**config.mk**
```make
export PLATFORM = sky130hd
export DESIGN_NAME = decodificador_bcd_a_decimal
export DESIGN_NICKNAME = d
export VERILOG_FILES = /design/src/rtl/decodificador_bcd_a_decimal_pkg.sv /design/src/rtl/decodificador_bcd_a_decimal_uno_de_diez.sv /design/src/rtl/decodificador_bcd_a_decimal.sv
export SDC_FILE = /design/constraint.sdc
export NUM_CORES = 1
export LEC_CHECK = 0
export ABC_AREA = 1
export BUFFER_PORTS_ARGS = -buffer_cell sky130_fd_sc_hd__buf_2
export CAP_MARGIN = 5
export CORE_AREA = 2 2 67 69
export CTS_BUF_LIST = sky130_fd_sc_hd__clkbuf_2
export CTS_CLUSTER_SIZE = 25
export DETAILED_ROUTE_END_ITERATION = 8
export DIE_AREA = 0 0 69 71
export GPL_TIMING_DRIVEN = 1
export HOLD_SLACK_MARGIN = 0.12
export PLACE_DENSITY = 0.71
export SYNTH_ARGS = -nofsm -noshare
export SYNTH_HDL_FRONTEND = slang
export SYNTH_HIERARCHICAL = 1
export SYNTH_SLANG_ARGS = --single-unit
export TNS_END_PERCENT = 1
```
**constraint.sdc**
```tcl
create_clock -name clk -period 1.8 [get_ports clk]
set_input_delay 0.27 -clock clk [delete_from_list [all_inputs] [get_ports clk]]
set_output_delay 0.27 -clock clk [all_outputs]
set_load 0.005 [all_outputs]
```
**src/rtl/decodificador_bcd_a_decimal_pkg.sv**
```systemverilog
// Shared definitions for the BCD to 1-of-10 decoder with its 2-entry output FIFO.
//   N_DIGITS  : width of the one-hot digit field
//   BCD_W     : width of the incoming BCD code
//   ERR_CNT_W : width of the saturating invalid-code counter
//   DEPTH     : number of decoded entries buffered
//   state_e   : occupancy FSM (empty / one entry / full)
//   entry_t   : one stored decoded entry {err, one-hot}
package decodificador_bcd_a_decimal_pkg;

  localparam int unsigned N_DIGITS  = 10;
  localparam int unsigned BCD_W     = 4;
  localparam int unsigned ERR_CNT_W = 8;
  localparam int unsigned DEPTH     = 2;

  typedef enum logic [1:0] {
    StEmpty = 2'd0,
    StOne   = 2'd1,
    StFull  = 2'd2
  } state_e;

  typedef struct packed {
    logic                err;
    logic [N_DIGITS-1:0] dec;
  } entry_t;

endpackage

```
**src/rtl/decodificador_bcd_a_decimal_uno_de_diez.sv**
```systemverilog
// Pure combinational decode of a BCD code into a 1-of-10 digit plus an error flag.
//   code_i : BCD code, 0..9 valid, 10..15 invalid
//   dec_o  : one-hot digit, all zero for invalid codes
//   err_o  : high when code_i is 10..15
module bcd_a_uno_de_diez
  import decodificador_bcd_a_decimal_pkg::*;
(
  input  logic [BCD_W-1:0]    code_i,
  output logic [N_DIGITS-1:0] dec_o,
  output logic                err_o
);

  always_comb begin
    dec_o = '0;
    for (int unsigned k = 0; k < N_DIGITS; k++) begin
      dec_o[k] = (code_i == BCD_W'(k));
    end
    err_o = (code_i > BCD_W'(N_DIGITS - 1));
  end

endmodule

```
**src/rtl/decodificador_bcd_a_decimal.sv**
```systemverilog
// BCD to decimal decoder with a 2-entry ready/valid output FIFO and an invalid-code counter.
//   clk, rst_n          : clock and asynchronous active-low reset
//   in_bcd/in_valid     : input code handshake; in_ready low when the FIFO is full
//   out_dec/out_err     : head entry, driven straight from the head register
//   out_valid/out_ready : output handshake
//   clr_err             : synchronous clear of err_cnt (wins over increment)
//   err_cnt             : saturating count of accepted invalid codes
//   level               : occupancy 0, 1 or 2
module decodificador_bcd_a_decimal
  import decodificador_bcd_a_decimal_pkg::*;
(
  input  logic                 clk,
  input  logic                 rst_n,
  input  logic [BCD_W-1:0]     in_bcd,
  input  logic                 in_valid,
  output logic                 in_ready,
  output logic [N_DIGITS-1:0]  out_dec,
  output logic                 out_err,
  output logic                 out_valid,
  input  logic                 out_ready,
  input  logic                 clr_err,
  output logic [ERR_CNT_W-1:0] err_cnt,
  output logic [1:0]           level
);

  state_e                state_q, state_d;
  entry_t                head_q, head_d;
  entry_t                tail_q, tail_d;
  logic [ERR_CNT_W-1:0]  cnt_q, cnt_d;
  entry_t                new_entry;
  logic                  push, pop;

  bcd_a_uno_de_diez u_decode (
    .code_i (in_bcd),
    .dec_o  (new_entry.dec),
    .err_o  (new_entry.err)
  );

  // Gating with rst_n keeps in_ready low for the whole reset window; no out_ready path.
  assign in_ready  = rst_n & (state_q != StFull);
  assign out_valid = (state_q != StEmpty);
  assign push      = in_valid & in_ready;
  assign pop       = out_valid & out_ready;

  // The head register is cleared whenever it empties, so it can drive outputs directly.
  assign out_dec = head_q.dec;
  assign out_err = head_q.err;
  assign err_cnt = cnt_q;

  always_comb begin
    state_d = state_q;
    head_d  = head_q;
    tail_d  = tail_q;
    unique case (state_q)
      StEmpty: begin
        if (push) begin
          head_d  = new_entry;
          state_d = StOne;
        end
      end
      StOne: begin
        if (push && pop) begin
          head_d = new_entry;
        end else if (push) begin
          tail_d  = new_entry;
          state_d = StFull;
        end else if (pop) begin
          head_d  = '0;
          state_d = StEmpty;
        end
      end
      StFull: begin
        if (pop) begin
          head_d  = tail_q;
          tail_d  = '0;
          state_d = StOne;
        end
      end
      default: begin
        state_d = StEmpty;
        head_d  = '0;
        tail_d  = '0;
      end
    endcase
  end

  always_comb begin
    cnt_d = cnt_q;
    if (clr_err) begin
      cnt_d = '0;
    end else if (push && new_entry.err && (cnt_q != '1)) begin
      cnt_d = cnt_q + 1'b1;
    end
  end

  always_comb begin
    level = 2'd0;
    unique case (state_q)
      StOne:   level = 2'd1;
      StFull:  level = 2'd2;
      default: level = 2'd0;
    endcase
  end

  always_ff @(posedge clk or negedge rst_n) begin
    if (!rst_n) begin
      state_q <= StEmpty;
      head_q  <= '0;
      tail_q  <= '0;
      cnt_q   <= '0;
    end else begin
      state_q <= state_d;
      head_q  <= head_d;
      tail_q  <= tail_d;
      cnt_q   <= cnt_d;
    end
  end

endmodule

```
==> impl_metrics.json, run 1 <==
{
  "nets": 346,
  "die-area_sq_um": 4900,
  "worstSkewPairLatency_ns": 0.38,
  "syn_to_final_growth_pct": 13.0,
  "place_hpwl_mm": 3.48,
  "yosys.area_share.adder": 0.00614,
  "hp-start": "clr_err",
  "cts_sinks": 32,
  "whs_ns": 0.164,
  "cts_tree": "built",
  "whs_path_depth": 4,
  "io_buffers": 31,
  "overflow": 0,
  "syn-instance-count": 300,
  "antenna_left": 0,
  "ir_drop_mv": 0.367,
  "drc": 0,
  "crit_type": "reg2out",
  "synth_xor_area_frac": 0.0172,
  "nFillCells": 432,
  "rsz0062_at_grt": "no",
  "fin_skew_ns": 0.0199,
  "syn_area_per_cell_sq_um": 6.79,
  "cts_root_buf": "clkbuf_2",
  "dp.cells": 380,
  "min_to": "err_cnt[7]$_DFFE_PN0P_",
  "multi_input_area_sq_um": 985,
  "maxCapViolCount": 0,
  "fp.dieW_um": 69,
  "synth_compound_area_frac": 0.0657,
  "synth.top_cells.by_count": "nand2_1, nor2_1, inv_1, dfrtp_1, nand3_1",
  "h-tree-depth": 2,
  "synthDistinctLibCells": 25,
  "preCtsSetupSlack_ns": 0.266,
  "yosys.area.top_type": "dfrtp_1",
  "grt_max_degree": 28,
  "via_count": 1894,
  "r2r_start": "state_q[0]$_DFFE_PN0P_",
  "finalSetupTns_ns": 0,
  "ys.flop_type": "dfrtp_1",
  "period_share": 0.958,
  "regArea_sq_um": 801,
  "cts_buffer_depth": 2,
  "grt_pass1_vias": 1912,
  "slew_headroom": 0.629,
  "synth-edff-count": 0,
  "worstPathArrival_ns": 1.46,
  "powerDensity_nw_per_um2": 893,
  "hold_class": "in2reg",
  "finalSetupViolCount": 0,
  "path_clk_slew_ns": 0.17,
  "final_layout_size_suffix_gt1_frac": 0.223,
  "critPathLaunchType": "flip-flop",
  "timing.final.max_slew_violations": 0,
  "yosys_warnings": 6,
  "netlist_area_sq_um": 2040,
  "synth.top_cell.area_share": 0.393,
  "synth.area.top_cells": "dfrtp_1, nand2_1, nor2_1",
  "ff2ff_path_depth": 8,
  "post_drt_wl_per_cell_um": 12.0,
  "synthArstFlopShare": 1.00,
  "cp.required_ns": 1.53,
  "die_h_um": 71,
  "worst_slack_ns": 0.0747,
  "synth_simple_gate_area_share": 0.393,
  "start_util": 0.485,
  "max_freq_ghz": 0.580,
  "cp_max_fo": 10,
  "synth_nets": 310,
  "finalNonFillerCells": 389,
  "dr.pass1.iters": 6,
  "synth_top_family_by_area": "simple AND/OR/NAND/NOR gates",
  "drtIter0Drc": 98,
  "endpoint_kind": "primary output",
  "numCtsBuffers": 5,
  "synth-seq-cells": 32,
  "wl_mm": 4.68,
  "grt_pass1_wl_mm": 8.32,
  "gp_congestion": 0.880,
  "avgViaCountPerCell": 4.87,
  "synthMuxAreaShare": 0,
  "outcome": "completed",
  "synth_most_common_cell": "nand2_1",
  "globalRouteTotalUtil": 0.212,
  "ioPinCount": 32,
  "hold_violations": 0,
  "tightest_slew_ns": 0.557,
  "r2r_end": "out_err$_DFFE_PN0P_",
  "fin_total_pwr_mw": 2.06,
  "r2r_setup_slack_ns": 0.21,
  "n_antenna_cell": 0,
  "finalCriticalPeriod_ns": 1.73,
  "power.leakage_nw": 1.31,
  "core_area_sq_um": 4200,
  "rows": 24,
  "postCtsSetupBuffers": 0,
  "seq_area_frac_synth": 0.393,
  "antenna_found_initial": 0
}
==> metrics by stage <==
| stage | area (sq um) | utilization |
|---|---|---|
| after floorplan | 2040 | - |
| after CTS | 2300 | 0.548 |
| after global routing | 2300 | 0.548 |
| after global placement | 2220 | 0.529 |
| after detailed placement | 2220 | 0.529 |
| final | 2300 | 0.548 |
==> per-layer routing <==
layer  track usage  vias to the layer above  wire (um)
li1              -                      967          -
met4        0.0719                        0         85
met5             0                        -          0
met1         0.247                      881       1980
met3        0.0499                        7        190
met2         0.384                       39       2430
==> where the power goes <==
group / internal, mW / switching [mW] / total (mW)
sequential: 0.857 / 0.0717 / 0.929
clock: 0.232 / 0.264 / 0.496
combinational: 0.215 / 0.417 / 0.632
==> layout by cell type (no fill, tap or decap), drive strengths merged <==
| cell type | instances |
|---|---|
| a21oi | 9 |
| buf | 35 |
| bufinv | 1 |
| clkbuf | 5 |
| clkinv | 1 |
| clkinvlp | 1 |
| dfrtp | 32 |
| dlygate4sd3 | 1 |
| ha | 1 |
| inv | 50 |
| nand2 | 114 |
| nand3 | 22 |
| nand4 | 1 |
| nor2 | 47 |
| nor3 | 2 |
| o21ai | 11 |
| xnor2 | 1 |
| xor2 | 3 |
==> state kept, by name, summed over array words and instances, names as in the netlist <==
signal,flops
tail_q,11
out_dec,10
state_q,2
out_err,1
err_cnt,8
==> cells by family after synthesis <==
kind of cell               count (synthesis)
adders and majority gates                  1
xor gates and xnor gates                   4
buffers and inverters                     57
AOI/OAI and AO/OA                         20
and+or+nand+nor                          186
DFF                                       32
==> how the worst max path moves through the flow <==
stage                                       from                     end  slack (ns)  cells after the start
final                     state_q[0]$_DFFE_PN0P_                level[1]        0.07                      5
after global routing      state_q[0]$_DFFE_PN0P_                level[1]        0.01                      5
after CTS                 state_q[0]$_DFFE_PN0P_                level[1]        0.07                      5
after detailed placement  state_q[1]$_DFFE_PN0P_     out_err$_DFFE_PN0P_        0.27                      8
after global placement    err_cnt[0]$_DFFE_PN0P_  err_cnt[4]$_DFFE_PN0P_        0.30                      8
after floorplan           err_cnt[0]$_DFFE_PN0P_  err_cnt[7]$_DFFE_PN0P_        0.48                      8
==> layout make-up <==
class | count | area share
Clock buffer | 5 | 0.0109
Clock inverter | 3 | 0.0185
Inverter | 50 | 0.0826
Multi-Input combinational cell | 211 | 0.427
Sequential cell | 32 | 0.348
Tap cell | 52 | 0.0282
Timing Repair Buffer | 36 | 0.0847
==> critical path, cell delays in order (launching register included) <==
cell     delay (ns)
dfrtp_1        0.50
inv_2          0.08
nand2_2        0.07
buf_4          0.18
inv_1          0.13
buf_2          0.13
==> what timing repair did <==
item,CTS,global route
hold buffers,1,0
hold endpoints to repair,32,0
endpoints found under the setup margin,1,0
gates resized for setup,1,0
(Power assumes the default switching activity.)
==> run 2: changes to the inputs <==
CTS_BUF_LIST = sky130_fd_sc_hd__clkbuf_8 sky130_fd_sc_hd__clkbuf_16   (was sky130_fd_sc_hd__clkbuf_2)
==> run 2 against run 1 <==
- wire length increased by 0.17%
- final cell count unchanged
- first-iteration DRC count decreased by 14%
- count of clock-buffer cells in the layout unchanged
- critical path type unchanged
- critical endpoint is now level[0]
==> impl_metrics.json, run 2 (synthesized netlist as in run 1, its figures left out) <==
{
  "r2r_setup_slack_ns": 0.26,
  "h-tree-depth": 2,
  "drc": 0,
  "final_layout_size_suffix_gt1_frac": 0.220,
  "globalRouteTotalUtil": 0.212,
  "r2r_end": "out_err$_DFFE_PN0P_",
  "finalSetupTns_ns": 0,
  "rows": 24,
  "cts_root_buf": "clkbuf_8",
  "met2_wirelength_mm": 2.41,
  "slew_headroom": 0.641,
  "cts_buffer_depth": 2,
  "nFillCells": 424,
  "cp_max_fo": 12,
  "dr.pass1.iters": 6,
  "drtIter0Drc": 84,
  "syn_to_final_growth_pct": 15.0,
  "final_cell_mix": "nand2_1, nor2_1, inv_1",
  "worstSkewPairLatency_ns": 0.29,
  "timing.final.max_slew_violations": 0,
  "regMostFlops": "tail_q",
  "powerDensity_nw_per_um2": 960,
  "outcome": "completed",
  "core_area_sq_um": 4200,
  "finalCriticalPeriod_ns": 1.66,
  "fin_skew_ns": 0.00641,
  "hp-start": "clr_err",
  "die-area_sq_um": 4900,
  "whs_ns": 0.276,
  "grt_pass1_wl_mm": 8.32,
  "nets": 346,
  "ir_drop_mv": 0.376,
  "numCtsBuffers": 5,
  "finalSetupViolCount": 0,
  "rsz0062_at_grt": "no",
  "wl_met3_um": 205,
  "wl_met1_mm": 1.98,
  "start_util": 0.485,
  "hold_violations": 0,
  "tightest_slew_ns": 0.537,
  "grt_max_degree": 28,
  "critPathLaunchType": "flip-flop",
  "ioPinCount": 32,
  "endpoint_kind": "primary output",
  "fp.dieW_um": 69,
  "wl_mm": 4.69,
  "top_layer": "met4",
  "overflow": 0,
  "avgViaCountPerCell": 4.91,
  "max_freq_ghz": 0.602,
  "place_hpwl_mm": 3.48,
  "io_buffers": 31,
  "path_clk_slew_ns": 0.07,
  "via_count": 1910,
  "hold_class": "in2reg",
  "cts_sinks": 32,
  "r2r_start": "state_q[1]$_DFFE_PN0P_",
  "n_antenna_cell": 0,
  "antenna_left": 0,
  "ff2ff_path_depth": 8,
  "post_drt_wl_per_cell_um": 12.0,
  "die_h_um": 71,
  "antenna_found_initial": 0,
  "worstSetupEndpoint": "level[0]",
  "largest_reg_flops": 11,
  "gp_congestion": 0.880,
  "cp-startpoint": "state_q[1]$_DFFE_PN0P_",
  "layout_commonest_cell": "nand2_1",
  "multi_input_area_sq_um": 982,
  "period_share": 0.922,
  "power.leakage_nw": 1.33,
  "grt_pass1_vias": 1909,
  "worstPathArrival_ns": 1.39,
  "maxCapViolCount": 0,
  "regArea_sq_um": 801,
  "cts_tree": "built",
  "finish.utilization": 0.558,
  "cp.required_ns": 1.53,
  "crit_type": "reg2out"
}
-- run 2: cell counts in the layout (fill, tap and decap cells not counted) --
No cell type changed its count.
-- run 2: metrics by stage --
step	total power [mW]	instances	area, sq um	worst slack [ns]
2_1_floorplan	1.39	300	2040	0.477
3_3_place_gp	1.55	380	2220	0.296
3_5_place_dp	1.57	380	2220	0.266
4_1_cts	2.27	389	2340	0.129
5_1_grt	2.39	389	2340	0.0330
6_report	2.25	389	2340	0.140
-- run 2: worst min path at each step --
stage	endpoint	slack (ns)	cells after the start
finish	err_cnt[7]$_DFFE_PN0P_	0.28	4
global route	err_cnt[4]$_DFFE_PN0P_	0.29	4
CTS	err_cnt[7]$_DFFE_PN0P_	0.26	4
detailed placement	state_q[1]$_DFFE_PN0P_	0.23	2
global placement	state_q[0]$_DFFE_PN0P_	0.22	2
floorplan	err_cnt[0]$_DFFE_PN0P_	-0.03	0
-- run 2: worst max-delay path, stage by stage, from the launching register on --
cell	delay, ns
dfrtp_1	0.46
inv_2	0.10
nand2_1	0.32
inv_1	0.08
buf_2	0.13
-- run 2: cell type report --
class,instances,area share
Clock buffer,5,0.0293
Inverter,50,0.0811
Timing Repair Buffer,36,0.0832
Multi-Input combinational cell,211,0.419
Clock inverter,3,0.0181
Tap cell,52,0.0277
Sequential cell,32,0.342
-- run 2: timing repair --
item                      in CTS  in global routing
gates resized for setup        0                  0
hold buffers                   1                  0
buffers inserted               0                  0
hold endpoints to repair       5                  0
-- run 2: where the power goes --
group,leakage (nW),total (mW),internal [mW],switching [mW]
registers,0.426,0.930,0.860,0.0707
logic,0.847,0.630,0.214,0.416
clock network,0.0541,0.691,0.409,0.281
-- run 2: layer usage --
metal	vias up	global-route usage
met3	8	0.0499
li1	971	-
met2	48	0.379
met1	883	0.248
met4	0	0.0784
met5	-	0
